**src/rtl/axis_fifo_rr_arbiter.sv**
```systemverilog
// Round-robin arbiter that muxes NUM_PORTS AXI-Stream sources onto one FIFO write port.
// Latency: one registered arbitration cycle from request to grant, then data passes combinationally; one idle cycle after each release.
// Backpressure: m_axis_tready reaches only the granted source; a stalled sink holds the grant and consumes no beats.
// Ports: aclk / arstn (async, active-low); s_axis_* are packed per-port sources, port n in slice n;
//        m_axis_* is the muxed stream toward the FIFO; grant is the registered one-hot owner.
module axis_fifo_rr_arbiter #(
   parameter int NUM_PORTS   = 4,
   parameter int BUS_WIDTH   = 1,
   parameter int USER_WIDTH  = 1,
   parameter int DEST_WIDTH  = 1,
   parameter int PACKET_MODE = 1,
   parameter int MAX_BEATS   = 16
) (
   input  logic                              aclk,
   input  logic                              arstn,
   input  logic [NUM_PORTS-1:0]              s_axis_tvalid,
   output logic [NUM_PORTS-1:0]              s_axis_tready,
   input  logic [NUM_PORTS*BUS_WIDTH*8-1:0]  s_axis_tdata,
   input  logic [NUM_PORTS*BUS_WIDTH-1:0]    s_axis_tkeep,
   input  logic [NUM_PORTS-1:0]              s_axis_tlast,
   input  logic [NUM_PORTS*USER_WIDTH-1:0]   s_axis_tuser,
   input  logic [NUM_PORTS*DEST_WIDTH-1:0]   s_axis_tdest,
   output logic                              m_axis_tvalid,
   input  logic                              m_axis_tready,
   output logic [BUS_WIDTH*8-1:0]            m_axis_tdata,
   output logic [BUS_WIDTH-1:0]              m_axis_tkeep,
   output logic                              m_axis_tlast,
   output logic [USER_WIDTH-1:0]             m_axis_tuser,
   output logic [DEST_WIDTH-1:0]             m_axis_tdest,
   output logic [NUM_PORTS-1:0]              grant
);

   // A zero budget would never release; treat it as one beat.
   localparam int MB = (MAX_BEATS < 1) ? 1 : MAX_BEATS;
   localparam int CW = $clog2(MB + 1);
   localparam int IW = (NUM_PORTS > 1) ? $clog2(NUM_PORTS) : 1;
   localparam int DW = BUS_WIDTH * 8;

   typedef enum logic [0:0] {IDLE, XFER} state_t;

   state_t               state_q, state_d;
   logic [NUM_PORTS-1:0] grant_q, grant_d;
   logic [IW-1:0]        gidx_q, gidx_d;
   logic [IW-1:0]        last_q, last_d;
   logic [CW-1:0]        cnt_q, cnt_d;

   logic                 req_found;
   logic [IW-1:0]        req_idx;
   logic [IW:0]          cand_sum;
   logic                 sel_vld;
   logic                 sel_last;
   logic                 beat;
   logic                 rel;

   // Rotating priority search starting just after the previous owner.
   // last_q + k is below 2*NUM_PORTS, so one conditional subtract is a full modulo.
   always_comb begin
      req_found = 1'b0;
      req_idx   = '0;
      cand_sum  = '0;
      for (int k = 1; k <= NUM_PORTS; k++) begin
         cand_sum = {1'b0, last_q} + (IW+1)'(k);
         if (cand_sum >= (IW+1)'(NUM_PORTS)) begin
            cand_sum = cand_sum - (IW+1)'(NUM_PORTS);
         end
         if (!req_found && s_axis_tvalid[cand_sum[IW-1:0]]) begin
            req_found = 1'b1;
            req_idx   = cand_sum[IW-1:0];
         end
      end
   end

   // One-hot mux; with no grant every output field is zero.
   always_comb begin
      m_axis_tdata = '0;
      m_axis_tkeep = '0;
      m_axis_tuser = '0;
      m_axis_tdest = '0;
      for (int p = 0; p < NUM_PORTS; p++) begin
         if (grant_q[p]) begin
            m_axis_tdata = s_axis_tdata[p*DW +: DW];
            m_axis_tkeep = s_axis_tkeep[p*BUS_WIDTH +: BUS_WIDTH];
            m_axis_tuser = s_axis_tuser[p*USER_WIDTH +: USER_WIDTH];
            m_axis_tdest = s_axis_tdest[p*DEST_WIDTH +: DEST_WIDTH];
         end
      end
   end

   assign sel_vld       = |(s_axis_tvalid & grant_q);
   assign sel_last      = |(s_axis_tlast & grant_q);
   assign m_axis_tvalid = (state_q == XFER) && sel_vld;
   assign m_axis_tlast  = sel_last;
   assign s_axis_tready = grant_q & {NUM_PORTS{m_axis_tready}};
   assign grant         = grant_q;
   assign beat          = (state_q == XFER) && sel_vld && m_axis_tready;

   // Packet mode waits for tlast regardless of source gaps; stream mode
   // gives up the port on budget exhaustion or the first idle cycle.
   always_comb begin
      rel = 1'b0;
      if (PACKET_MODE != 0) begin
         rel = beat && sel_last;
      end else begin
         rel = (beat && (cnt_q == CW'(MB - 1))) || !sel_vld;
      end
   end

   always_comb begin
      state_d = state_q;
      grant_d = grant_q;
      gidx_d  = gidx_q;
      last_d  = last_q;
      cnt_d   = cnt_q;
      case (state_q)
         IDLE: begin
            if (req_found) begin
               state_d = XFER;
               grant_d = {{(NUM_PORTS-1){1'b0}}, 1'b1} << req_idx;
               gidx_d  = req_idx;
            end
         end
         XFER: begin
            if (beat && (cnt_q != CW'(MB))) begin
               cnt_d = cnt_q + CW'(1);
            end
            if (rel) begin
               state_d = IDLE;
               grant_d = '0;
               last_d  = gidx_q;
               cnt_d   = '0;
            end
         end
         default: begin
            state_d = IDLE;
            grant_d = '0;
            cnt_d   = '0;
         end
      endcase
   end

   always_ff @(posedge aclk or negedge arstn) begin
      if (!arstn) begin
         state_q <= IDLE;
         grant_q <= '0;
         gidx_q  <= '0;
         last_q  <= IW'(NUM_PORTS - 1);
         cnt_q   <= '0;
      end else begin
         state_q <= state_d;
         grant_q <= grant_d;
         gidx_q  <= gidx_d;
         last_q  <= last_d;
         cnt_q   <= cnt_d;
      end
   end

endmodule

```
**config.mk**
```make
export PLATFORM = sky130hd
export DESIGN_NAME = axis_fifo_rr_arbiter
export DESIGN_NICKNAME = d
export VERILOG_FILES = /design/src/rtl/axis_fifo_rr_arbiter.sv
export SDC_FILE = /design/constraint.sdc
export NUM_CORES = 1
export LEC_CHECK = 0
export BUFFER_PORTS_ARGS = -buffer_cell sky130_fd_sc_hd__buf_4
export CAP_MARGIN = 20
export CORE_ASPECT_RATIO = 1.1
export CORE_MARGIN = 3
export CORE_UTILIZATION = 40
export DETAILED_ROUTE_END_ITERATION = 8
export GPL_TIMING_DRIVEN = 0
export PLACE_DENSITY = 0.86
export SLEW_MARGIN = 20
export SYNTH_ARGS = -nofsm -noshare
export SYNTH_HDL_FRONTEND = slang
export SYNTH_SLANG_ARGS = --single-unit
```
**constraint.sdc**
```tcl
create_clock -name aclk -period 2.45 [get_ports aclk]
set_input_delay 0.3675 -clock aclk [delete_from_list [all_inputs] [get_ports aclk]]
set_output_delay 0.3675 -clock aclk [all_outputs]
set_load 0.005 [all_outputs]
```
# Yosys cells after proc, flatten, opt, wreduce, memory -nomap -nowiden
# Cells that the tools add are included.
# word_totals
reg_bits	9
input_bits	55
output_inout_bits	21
word_cells	83
# classes
n_addsub	8
magnitude_cmp	8
n_eq_ne	2
n_shift	1
muxes	42
bitwise	4
n_reduce_logical	14
# op_table
cell	n
8-bit two-way mux	4
1-bit two-way mux	22
2-bit two-way mux	8
4-bit bitwise AND	3
3-bit greater-or-equal comparator, second input constant	4
2-bit by 3-bit less-than comparator with 1-bit output, second input constant	4
1-bit binary-select mux with 2-bit select	4
4-bit two-way mux	2
4-bit one-hot mux with 2 select lines	1
4-bit OR reduction	2
2-bit by 1-bit subtractor with 2-bit output, second input constant	4
2-bit by 2-bit adder with 3-bit output, second input constant	2
1-bit logical AND	6
2-bit AND reduction	3
1-bit by 2-bit left shift with 4-bit output, first input constant	1
2-bit by 1-bit adder with 3-bit output, second input constant	1
2-bit by 3-bit adder with 3-bit output, second input constant	1
1-bit logical NOT	3
2-bit by 1-bit != test with 1-bit output, second input constant	1
2-bit != test, second input constant	1
1-bit one-hot mux with 2 select lines	1
1-bit inverter	1

# Depth between registers and ports, before layout
# depth
depth_word	18
ltp_mapped	5
mapped_depth_nobuf	4

# Least setup slack after synthesis
# No wires, ideal clock.
# synth_timing
kind	register to output
startpoint	reg grant_q[1] (netlist: grant[1])
endpoint	out m_axis_tdata[0]
arrival_ns	1.095
required_time_ns	2.082
path_slack_ns	0.987
path_stages_with_launch	5
n_path_buf	1
cell_sequence	dfrtp_1 nor2b_1 buf_2 a221oi_1 o31ai_1
# synth_via
elab_chain_len	3
# synth_rtl
element	line_no	rtl
from (decl)	42	logic [NUM_PORTS-1:0] grant_q, grant_d;
from (signal assigned)	150	grant_q <= grant_d;
8-bit two-way mux (3 in a row)	80	if (grant_q[p]) begin
to (decl)	25	output logic [BUS_WIDTH*8-1:0] m_axis_tdata,
# Every way passes these cells.

# Worst setup path in the final report
# layout_timing
startpoint	reg grant_q[1] (netlist: grant[1])
endpoint	out m_axis_tdata[6]
# The elaborated chain is that of the path after synthesis.

==> flow_metrics.py <==
metrics = {
    "sta": {
        "period_minus_slack_ns": 2.07,
        "hold_violations": 0,
        "grt_setup_unrepaired": "no",
        "final-setup-viol-count": 0,
        "fin_setup_tns_ns": 0,
        "hold_slack_ns": 0.475,
        "slew_headroom_pct": 70.4,
        "fmax_ghz": 0.483,
        "skew_ns": 0.00513,
        "period_share_pct": 84.5,
        "worst_slew_pin_slew_ns": 0.445,
        "drv_slew": 0,
        "setup_slack_ns": 0.380,
    },
    "cells_and_area": {
        "multi_input_comb_area_um2": 583,
        "ff_latch_area_um2": 228,
        "diodes": 0,
        "layout.nets": 236,
        "finalNonFillerCells": 207,
        "drive_gt1_share_pct": 48.9,
        "syn2layout_area_growth_pct": 75.0,
        "fill_cells": 151,
    },
    "critical_path": {
        "worstSetupPathType": "reg2out",
        "rr_worst_depth": 4,
        "end_kind": "primary output",
        "rr_endpoint": "grant[3]",
        "worst_r2r_startpoint": "last_q[1]",
        "cp.arrival_ns": 1.70,
        "startpoint_type": "register",
        "r2r_slack_ns": 0.87,
        "cp_data_required_time_ns": 2.08,
        "worstPathMaxFanout": 10,
    },
    "synth": {
        "seq_area_frac_synth_pct": 27.0,
        "yosys.area_share.simple_pct": 27.7,
        "synth_fa_ha_area_share_pct": 0,
        "synthFlopType": "dfrtp_1",
        "ys_types": 26,
        "yosysWarnings": 0,
        "synthCells": 100,
        "syn_area_per_cell_um2": 8.45,
        "syn_nets": 155,
        "ys_top_cells_by_area": "dfrtp_1 (21%), a221oi_1 (11%), o31ai_1 (9.8%), nor2b_1 (9.6%), dfstp_2 (6.2%)",
        "synth_compound_area_share_pct": 36.6,
        "synthXorXnorAreaFrac_pct": 0,
        "synth_top_area_share_pct": 20.7,
        "synth_seq_cells": 9,
        "synth_top_family_by_area": "compound AO/OA/AOI/OAI gates",
        "mappedNetlistArea_um2": 845,
        "synth.area.mux_share_pct": 4.74,
        "synth-async-reset-ratio_pct": 100,
        "synth_top_area_cell": "dfrtp_1",
        "synthTopCellsByCount": "nand2_1 (13), nor2b_1 (13), a221oi_1 (11), o31ai_1 (11), dfrtp_1 (7)",
        "synth-edff-count": 0,
    },
    "power_and_ir_drop": {
        "p_clk_share_pct": 9.2,
        "p_sw_share_pct": 40.1,
        "intPower_uw": 776,
        "pwr-share-comb_pct": 67.7,
        "powerDensity_mw_per_mm2": 877,
        "ir_worst_vdd_mv": 0.649,
        "p_seq_share_pct": 23.1,
        "leakage_uw": 0.000710,
        "power_switching_uw": 520,
    },
    "clocking": {
        "cts_resized": 0,
        "clkLatencyLatePin_ns": 0.27,
        "cts-buffers-inserted": 3,
        "cts_tree": "built",
        "htreeDepth": 1,
        "clock_sinks": 9,
        "cts_buffer_depth": 2,
        "cts-root-buf": "clkbuf_4",
        "clk_pin_slew_ns": 0.06,
    },
    "routing": {
        "num_vias": 1138,
        "dr.pass1.iters": 4,
        "wl_per_cell_um": 16.9,
        "totalWireLength_um": 3500,
        "vias_per_cell": 5.50,
        "ant_nets": 0,
        "drc": 0,
        "drtIter0Drc": 22,
    },
    "die": {
        "io_pins": 76,
        "die_h_um": 54.2,
        "dieArea_mm2": 0.00270,
        "die_w_um": 49.8,
        "coreArea_mm2": 0.00188,
        "row_count": 16,
        "initial_utilization_pct": 44.9,
    },
    "global_routing": {
        "grtUsageTotal_pct": 26.0,
        "grt_pass1_vias": 1110,
        "grt_antenna_before_repair": 0,
        "grt_max_degree": 11,
        "grt_pass1_wl_um": 5400,
        "overflow": 0,
    },
    "placed_design": {
        "gp_congestion": 0.762,
        "hpwl_um": 2840,
        "placedCellCount": 202,
        "io_buffers": 75,
        "post-place-ws_ns": 0.679,
    },
    "flow_run": {
        "maxCapViolations": 0,
    },
    "status": {
        "status": "finished, final reports clean",
    },
    "min_path": {
        "holdCritPathClass": "in2async",
    },
}
## what timing repair did
| item | in CTS | in global routing |
|---|---|---|
| hold buffers | 1 | 0 |
| setup buffers | 0 | 0 |
| hold endpoints to repair | 7 | 0 |
## metrics by stage
step	util [%]	total power (uW)	cell area, um^2
finish	78.5	1300	1480
global route	78.5	1400	1480
CTS	78.5	1300	1480
detailed placement	76.6	1180	1440
global placement	76.6	1150	1440
floorplan	-	747	845
## cell usage in the layout, fill, tap and decap left out, drive strengths merged, types with 2 or more instances in the layout
cell type	Yosys	layout
dfstp	2	2
and2	4	4
clkbuf	5	9
a32o	4	4
mux2	2	2
nand2	13	13
a21o	3	3
a22oi	4	4
dfrtp	7	7
buf	3	78
nand2b	3	3
a221oi	11	11
nor2	4	4
o31ai	11	11
nor2b	13	13
## worst max-delay path, cell delays in order, from the launching register on
cell	delay, ns
dfrtp_1	0.48
clkbuf_1	0.39
a221oi_1	0.17
o31ai_1	0.23
buf_4	0.16
## registers in the layout, summed over array words and instances (netlist names)
signal   cells
gidx_q       2
grant        4
last_q       2
state_q      1
## cell families (layout without fill, tap and decap cells)
group	count (synthesis)	in the layout
flip-flops	9	9
multiplexers	3	3
AND/OR/NAND/NOR	42	42
AO/OA/AOI/OAI	38	38
buffers and inverters	8	88
## power by group through the flow
stage / clock (uW) / sequential [uW] / combinational (uW)
6_report: 119 / 299 / 878
5_1_grt: 127 / 307 / 969
4_1_cts: 122 / 296 / 882
3_5_place_dp: 0 / 297 / 879
3_3_place_gp: 0 / 292 / 862
2_1_floorplan: 0 / 274 / 472
## layer usage
metal / up-vias / track usage [%] / wire, um
met2: 63 / 46.3 / 1750
met1: 523 / 31.7 / 1390
met4: 0 / 9.22 / 72
met5: - / 0 / 0
li1: 545 / - / -
met3: 7 / 4.71 / 291
## how the worst max path moves through the flow
| stage | endpoint | slack, ns | depth (start not counted) | startpoint |
|---|---|---|---|---|
| finish | m_axis_tdata[6] | 0.38 | 4 | grant[1] |
| global route | m_axis_tdata[3] | 0.19 | 4 | grant[1] |
| CTS | m_axis_tdata[6] | 0.39 | 4 | grant[1] |
| detailed placement | m_axis_tdata[6] | 0.68 | 4 | grant[1] |
| global placement | m_axis_tdata[1] | 0.68 | 4 | grant[1] |
| floorplan | m_axis_tdata[0] | 0.99 | 4 | grant[1] |
## layout make-up
type	count	area share [%]
Buffer	8	2.29
Clock buffer	4	1.78
Multi-Input combinational cell	83	39.5
Sequential cell	9	15.4
Tap cell	27	2.29
Timing Repair Buffer	76	38.8
Power figures use the tool's default switching activity.
